### src/rtl/vector_fwd_pkg.sv
// Shared types and constants for the vector operand bypass.
// Buffer entries are stored at the package widths; narrower parameterisations zero-extend.
package vector_fwd_pkg;

  localparam int unsigned VFWD_DEPTH_MAX = 4;
  localparam int unsigned VFWD_DATA_W    = 128;
  localparam int unsigned VFWD_VREG_AW   = 5;
  localparam int unsigned VREG_NUM       = 2 ** VFWD_VREG_AW;

  typedef struct packed {
    logic                    valid;
    logic [VFWD_VREG_AW-1:0] vd;
    logic [VFWD_DATA_W-1:0]  data;
  } vfwd_entry_t;

endpackage

### src/rtl/vector_fwd_lookup.sv
// One source channel of the bypass: priority select over the live writeback,
// the retained writebacks (entry 0 youngest) and the register file.
module vector_fwd_lookup
  import vector_fwd_pkg::*;
#(
  parameter int unsigned DATA_W  = VFWD_DATA_W,
  parameter int unsigned VREG_AW = VFWD_VREG_AW,
  parameter int unsigned DEPTH   = 2
) (
  input  logic [VREG_AW-1:0]      i_idx,
  input  logic [DATA_W-1:0]       i_rf_data,
  input  logic                    i_wb_valid,
  input  logic [VREG_AW-1:0]      i_wb_vd,
  input  logic [DATA_W-1:0]       i_wb_data,
  input  vfwd_entry_t [DEPTH-1:0] i_entries,
  output logic [DATA_W-1:0]       o_data_c,
  output logic                    o_fwd_c
);

  // Walk oldest to youngest so the youngest match overrides; the live port overrides all.
  always_comb begin
    o_data_c = i_rf_data;
    o_fwd_c  = 1'b0;
    for (int i = int'(DEPTH) - 1; i >= 0; i--) begin
      if (i_entries[i].valid && (i_entries[i].vd == VFWD_VREG_AW'(i_idx))) begin
        o_data_c = DATA_W'(i_entries[i].data);
        o_fwd_c  = 1'b1;
      end
    end
    if (i_wb_valid && (i_wb_vd == i_idx)) begin
      o_data_c = i_wb_data;
      o_fwd_c  = 1'b1;
    end
  end

endmodule

### src/rtl/vector_forward_buffer.sv
// Vector operand bypass between VRR and VEXE: retained-writeback buffer, busy scoreboard, stall.
// Define VFWD_PERF_CNT_EN to add forward-hit and stall cycle counters.
module vector_forward_buffer
  import vector_fwd_pkg::*;
#(
  parameter int unsigned DATA_W  = VFWD_DATA_W,
  parameter int unsigned VREG_AW = VFWD_VREG_AW,
  parameter int unsigned DEPTH   = 2,
  parameter int unsigned NUM_SRC = 3
) (
  input  logic                        clk_i,
  input  logic                        rstn_i,
  input  logic                        flush_i,
  input  logic                        issue_valid_i,
  input  logic [VREG_AW-1:0]          issue_vd_i,
  input  logic [NUM_SRC*VREG_AW-1:0]  src_idx_i,
  input  logic [NUM_SRC*DATA_W-1:0]   src_rf_data_i,
  input  logic                        wb_valid_i,
  input  logic [VREG_AW-1:0]          wb_vd_i,
  input  logic [DATA_W-1:0]           wb_data_i,
  output logic [NUM_SRC*DATA_W-1:0]   src_data_o,
  output logic [NUM_SRC-1:0]          src_fwd_o,
  output logic                        stall_o
`ifdef VFWD_PERF_CNT_EN
  ,
  output logic [31:0]                 fwd_hit_cnt_o,
  output logic [31:0]                 stall_cnt_o
`endif
);

  localparam int unsigned NREG = 1 << VREG_AW;

  vfwd_entry_t [DEPTH-1:0] r_buf;
  logic [NREG-1:0]         r_busy;
  logic [NREG-1:0]         w_busy_nxt;
  logic [NUM_SRC-1:0]      w_src_busy;

  // Age-ordered shift buffer; entry 0 receives each writeback.
  always_ff @(posedge clk_i or negedge rstn_i) begin
    if (!rstn_i) begin
      r_buf <= '0;
    end else if (flush_i) begin
      r_buf <= '0;
    end else if (wb_valid_i) begin
      for (int i = int'(DEPTH) - 1; i > 0; i--) begin
        r_buf[i] <= r_buf[i-1];
      end
      r_buf[0] <= '{valid: 1'b1,
                    vd:    VFWD_VREG_AW'(wb_vd_i),
                    data:  VFWD_DATA_W'(wb_data_i)};
    end
  end

  // Clear first, then set, so a same-cycle new producer keeps the register busy.
  always_comb begin
    w_busy_nxt = r_busy;
    if (wb_valid_i) begin
      w_busy_nxt[wb_vd_i] = 1'b0;
    end
    if (issue_valid_i) begin
      w_busy_nxt[issue_vd_i] = 1'b1;
    end
  end

  always_ff @(posedge clk_i or negedge rstn_i) begin
    if (!rstn_i) begin
      r_busy <= '0;
    end else if (flush_i) begin
      r_busy <= '0;
    end else begin
      r_busy <= w_busy_nxt;
    end
  end

  for (genvar k = 0; k < int'(NUM_SRC); k++) begin : g_src
    vector_fwd_lookup #(
      .DATA_W  (DATA_W),
      .VREG_AW (VREG_AW),
      .DEPTH   (DEPTH)
    ) u_lookup (
      .i_idx      (src_idx_i[k*VREG_AW +: VREG_AW]),
      .i_rf_data  (src_rf_data_i[k*DATA_W +: DATA_W]),
      .i_wb_valid (wb_valid_i),
      .i_wb_vd    (wb_vd_i),
      .i_wb_data  (wb_data_i),
      .i_entries  (r_buf),
      .o_data_c   (src_data_o[k*DATA_W +: DATA_W]),
      .o_fwd_c    (src_fwd_o[k])
    );
  end

  // A buffer hit does not clear a stall: busy means a newer producer is still pending.
  always_comb begin
    w_src_busy = '0;
    for (int k = 0; k < int'(NUM_SRC); k++) begin
      w_src_busy[k] = r_busy[src_idx_i[k*VREG_AW +: VREG_AW]] &&
                      !(wb_valid_i && (wb_vd_i == src_idx_i[k*VREG_AW +: VREG_AW]));
    end
  end

  assign stall_o = |w_src_busy;

`ifdef VFWD_PERF_CNT_EN
  logic [31:0] r_fwd_hit_cnt;
  logic [31:0] r_stall_cnt;
  logic [31:0] w_hit_pop;

  always_comb begin
    w_hit_pop = '0;
    for (int k = 0; k < int'(NUM_SRC); k++) begin
      w_hit_pop = w_hit_pop + 32'(src_fwd_o[k]);
    end
  end

  // Free-running wrap-around counters; only reset clears them.
  always_ff @(posedge clk_i or negedge rstn_i) begin
    if (!rstn_i) begin
      r_fwd_hit_cnt <= '0;
      r_stall_cnt   <= '0;
    end else begin
      r_fwd_hit_cnt <= r_fwd_hit_cnt + w_hit_pop;
      r_stall_cnt   <= r_stall_cnt + 32'(stall_o);
    end
  end

  assign fwd_hit_cnt_o = r_fwd_hit_cnt;
  assign stall_cnt_o   = r_stall_cnt;
`endif

endmodule
### config.mk
export PLATFORM = sky130hd
export DESIGN_NAME = vector_forward_buffer
export DESIGN_NICKNAME = d
export VERILOG_FILES = /design/src/rtl/vector_fwd_pkg.sv /design/src/rtl/vector_fwd_lookup.sv /design/src/rtl/vector_forward_buffer.sv
export SDC_FILE = /design/constraint.sdc
export NUM_CORES = 1
export LEC_CHECK = 0
export ABC_AREA = 1
export CAP_MARGIN = 5
export CORE_AREA = 8 8 352 354
export DETAILED_ROUTE_END_ITERATION = 10
export DIE_AREA = 0 0 360 362
export HOLD_SLACK_MARGIN = 0.02
export PLACE_DENSITY_LB_ADDON = 0.2
export RECOVER_POWER = 100
export SETUP_SLACK_MARGIN = 0.3
export SYNTH_ARGS = -nofsm -noshare
export SYNTH_HDL_FRONTEND = slang
export SYNTH_SLANG_ARGS = --single-unit
### constraint.sdc
create_clock -name clk_i -period 4.07 [get_ports clk_i]
set_input_delay 0.407 -clock clk_i [delete_from_list [all_inputs] [get_ports clk_i]]
set_output_delay 0.407 -clock clk_i [all_outputs]
set_load 0.005 [all_outputs]
==> impl_metrics.yaml <==
clock_tree:
  clock-sinks: 300
  path_clk_slew_ps: 60
  cts_tree: "built"
  numCtsBuffers: 42
  h-tree-depth: 2
  ctsRootBufferMaster: "clkbuf_16"
  clockBufferDepth: 3
  clock_latency_ps: 580
place:
  numPortBuffers: 929
  hpwl_mm: 129.3
  place_congestion: 0.9220
  place_inst: 7445
  place_area_sq_mm: 0.03997
timing:
  max_freq_ghz: 0.2592
  tns_ps: 0
  period_share_pct: 94.79
  whs_ps: 229.4
  finalClockSkew_ps: 29.59
  rsz0062_at_grt: "true"
  worst_pin_slew_ps: 2549
  finalSetupViolations: 0
  finalCriticalPeriod_ps: 3858
  relSlewSlack_pct: -69.97
  slew_violations: 303
  finalHoldViolCount: 0
synth:
  synth-main-ff-cell: "dfrtp_1"
  netlist_area_sq_mm: 0.02779
  synth_cell_types: 23
  yosysTopAreaCellShare_pct: 27.01
  ys_seq_area_share_pct: 27.01
  ys_seq_elements: 300
  synth_most_common_cell: "nand2_1"
  synth_edf_count: 0
  synthArstFlopShare_pct: 100.0
  synth_cells: 5118
  avgSynthCellArea_sq_um: 5.430
  synth_top_cells_by_count: "nand2_1 (1457), nor2_1 (1306), inv_1 (664)"
  syn_nets: 5660
  synth_largest_area_cell: "dfrtp_1"
  yosys-top-cells-area: "dfrtp_1 (27%), nand2_1 (20%), nor2_1 (18%)"
  yosys_warnings: 0
critical_path:
  crit_chain: "dlygate4sd3_1, o22ai_1, nor2_4, buf_12, clkbuf_2, nand4_1, nand3_1, nand2_1, inv_1, dlygate4sd3_1"
  worstSetupEndpointType: "output port"
  critPathMaxFanout: 28
  slowest_stage: "dlygate4sd3_1"
  critPathLaunchType: "primary input"
  slowest_delay_ps: 860
  crit_required_ps: 3660
  r2r_slack_ps: 3070
  critPathKind: "in -> out"
  crit_arrival_ps: 3450
  crit_top_cell: "dlygate4sd3_1"
power_and_ir_drop:
  ir_drop_mv: 0.2601
  p_leak_nw: 21.49
  power_density_mw_per_mm2: 244.2
grt:
  grt_pass1_vias: 35470
  grt_pass1_wl_mm: 247.4
  grt.total_usage_pct: 24.91
  grt_start_max_net_pins: 94
  gr-total-overflow: 0
  grt_antenna_before_repair: 47
worst_hold_path:
  hold_class: "in -> reg"
drt:
  vias: 36460
  drt_iter0_drc: 3367
  drc: 0
  wl_mm: 171.7
  via_per_inst: 4.823
  firstDrtPassIters: 6
  detail_route.wl_per_cell_microns: 22.72
  postRouteAntennaNets: 0
cells_and_area:
  area_growth_pct: 48.91
  fin_cells: 7559
  drive_gt1_share_pct: 5.198
  final_net_count: 6495
  stdcell_area_sq_mm: 0.04138
floorplanning:
  core_area_sq_mm: 0.1187
  ios: 930
  start_util_pct: 23.41
  die_w_microns: 360
  fp.dieArea_sq_mm: 0.1303
  die_y_microns: 362
  rows: 127
run_status:
  failed_checks: "capacitance limit, slew limit"
  status: "complete, but fails checks"
flow_run:
  maxCapViolCount: 5
[flip-flops by register name, indices dropped and copies added (netlist names)]
signal / count
r_buf: 268
r_busy: 32
[through the flow]
step	util [%]	setup slack, ps	total power, mW
3_3_place_gp	33.67	135.8	6.467
3_5_place_dp	33.67	164.7	6.459
4_1_cts	34.86	229.8	10.34
6_report	34.86	211.9	10.10
2_1_floorplan	-	2076	4.438
5_1_grt	34.86	142.2	10.60
[worst max-delay path, delay by kind of cell]
family,cells,cell delay (ps)
AO/OA/AOI/OAI,1,220
buffers and inverters,5,2170
AND/OR/NAND/NOR,4,630
[what timing repair did]
action	in CTS	in global routing
gates resized for setup	9	10
endpoints found under the hold margin	71	0
setup endpoints to repair	35	72
buffers inserted	0	9
hold buffers	1	0
pin swaps	0	5
cloned	1	1
[cell type report]
type,instances,area (sq um)
antenna,28,70.07
clock buffer,60,1190
clock inverter,14,160.2
fill,13260,77320
inverter,681,2566
multi-input combinational,3771,16110
sequential,300,7507
tap,1548,1937
timing repair buffer,1157,11840
[metal layers]
| metal | routed length (microns) | global-route usage (%) | share of wire [%] | up-vias |
|---|---|---|---|---|
| met5 | 35 | 0 | 0.020 | - |
| met4 | 4423 | 7.195 | 2.6 | 8 |
| met3 | 11860 | 4.736 | 6.9 | 223 |
| met2 | 82460 | 42.32 | 48 | 1455 |
| met1 | 72940 | 32.09 | 42 | 17220 |
| li1 | - | - | - | 17550 |
[layout by cell type, fill, tap and decap left out, types with 2 or more instances in the layout]
cell / synthesis / routed
a21oi_1: 169 / 167
a21oi_4: 0 / 2
buf_12: 0 / 66
buf_4: 15 / 131
buf_6: 1 / 4
bufinv_16: 0 / 3
clkbuf_1: 93 / 28
clkbuf_16: 0 / 44
clkbuf_2: 0 / 7
clkbuf_8: 0 / 5
clkdlybuf4s50_1: 0 / 647
clkinv_2: 0 / 6
clkinvlp_4: 0 / 3
dfrtp_1: 300 / 300
diode_2: 0 / 28
dlygate4sd2_1: 0 / 2
dlygate4sd3_1: 0 / 275
dlymetal6s2s_1: 0 / 4
inv_1: 664 / 661
inv_2: 17 / 18
inv_6: 0 / 3
nand2_1: 1457 / 1456
nand2_8: 0 / 2
nand3_1: 356 / 354
nand3_4: 0 / 6
nand4_1: 130 / 130
nor2_1: 1306 / 1303
nor2_2: 1 / 2
nor2_4: 0 / 2
nor3_1: 9 / 9
o21ai_0: 40 / 39
o21ai_1: 3 / 4
o22ai_1: 289 / 289
xor2_1: 3 / 3
[power breakdown]
group          switching [mW]  internal (mW)  leakage, nW  total, mW
Combinational            1.69           1.46         16.8       3.15
Clock                    1.57           2.22        0.655       3.79
Sequential             0.0544           3.11         4.07       3.16
Total                    3.32           6.79         21.5       10.1
[cells by family after synthesis]
group / share of synthesized area, %
AO/OA/AOI/OAI: 10.32
XOR/XNOR: 0.1261
buffers and inverters: 15.47
flip-flops: 27.01
AND/OR/NAND/NOR: 47.07
[final timing paths]
path | start | end | cells after the start
setup / recovery | src_idx_i[5] | src_data_o[237] | 10
hold / removal | wb_valid_i | r_buf[129]$_DFFE_PN0P_ | 3
setup reg to reg | r_buf[129]$_DFFE_PN0P_ | r_buf[129]$_DFFE_PN0P_ | 2
hold reg to reg | r_buf[43]$_DFFE_PN0P_ | r_buf[43]$_DFFE_PN0P_ | 2
max in group asynchronous | rstn_i | r_buf[23]$_DFFE_PN0P_ | 3
min in group asynchronous | rstn_i | r_buf[253]$_DFFE_PN0P_ | 2
(Power assumes the default switching activity.)
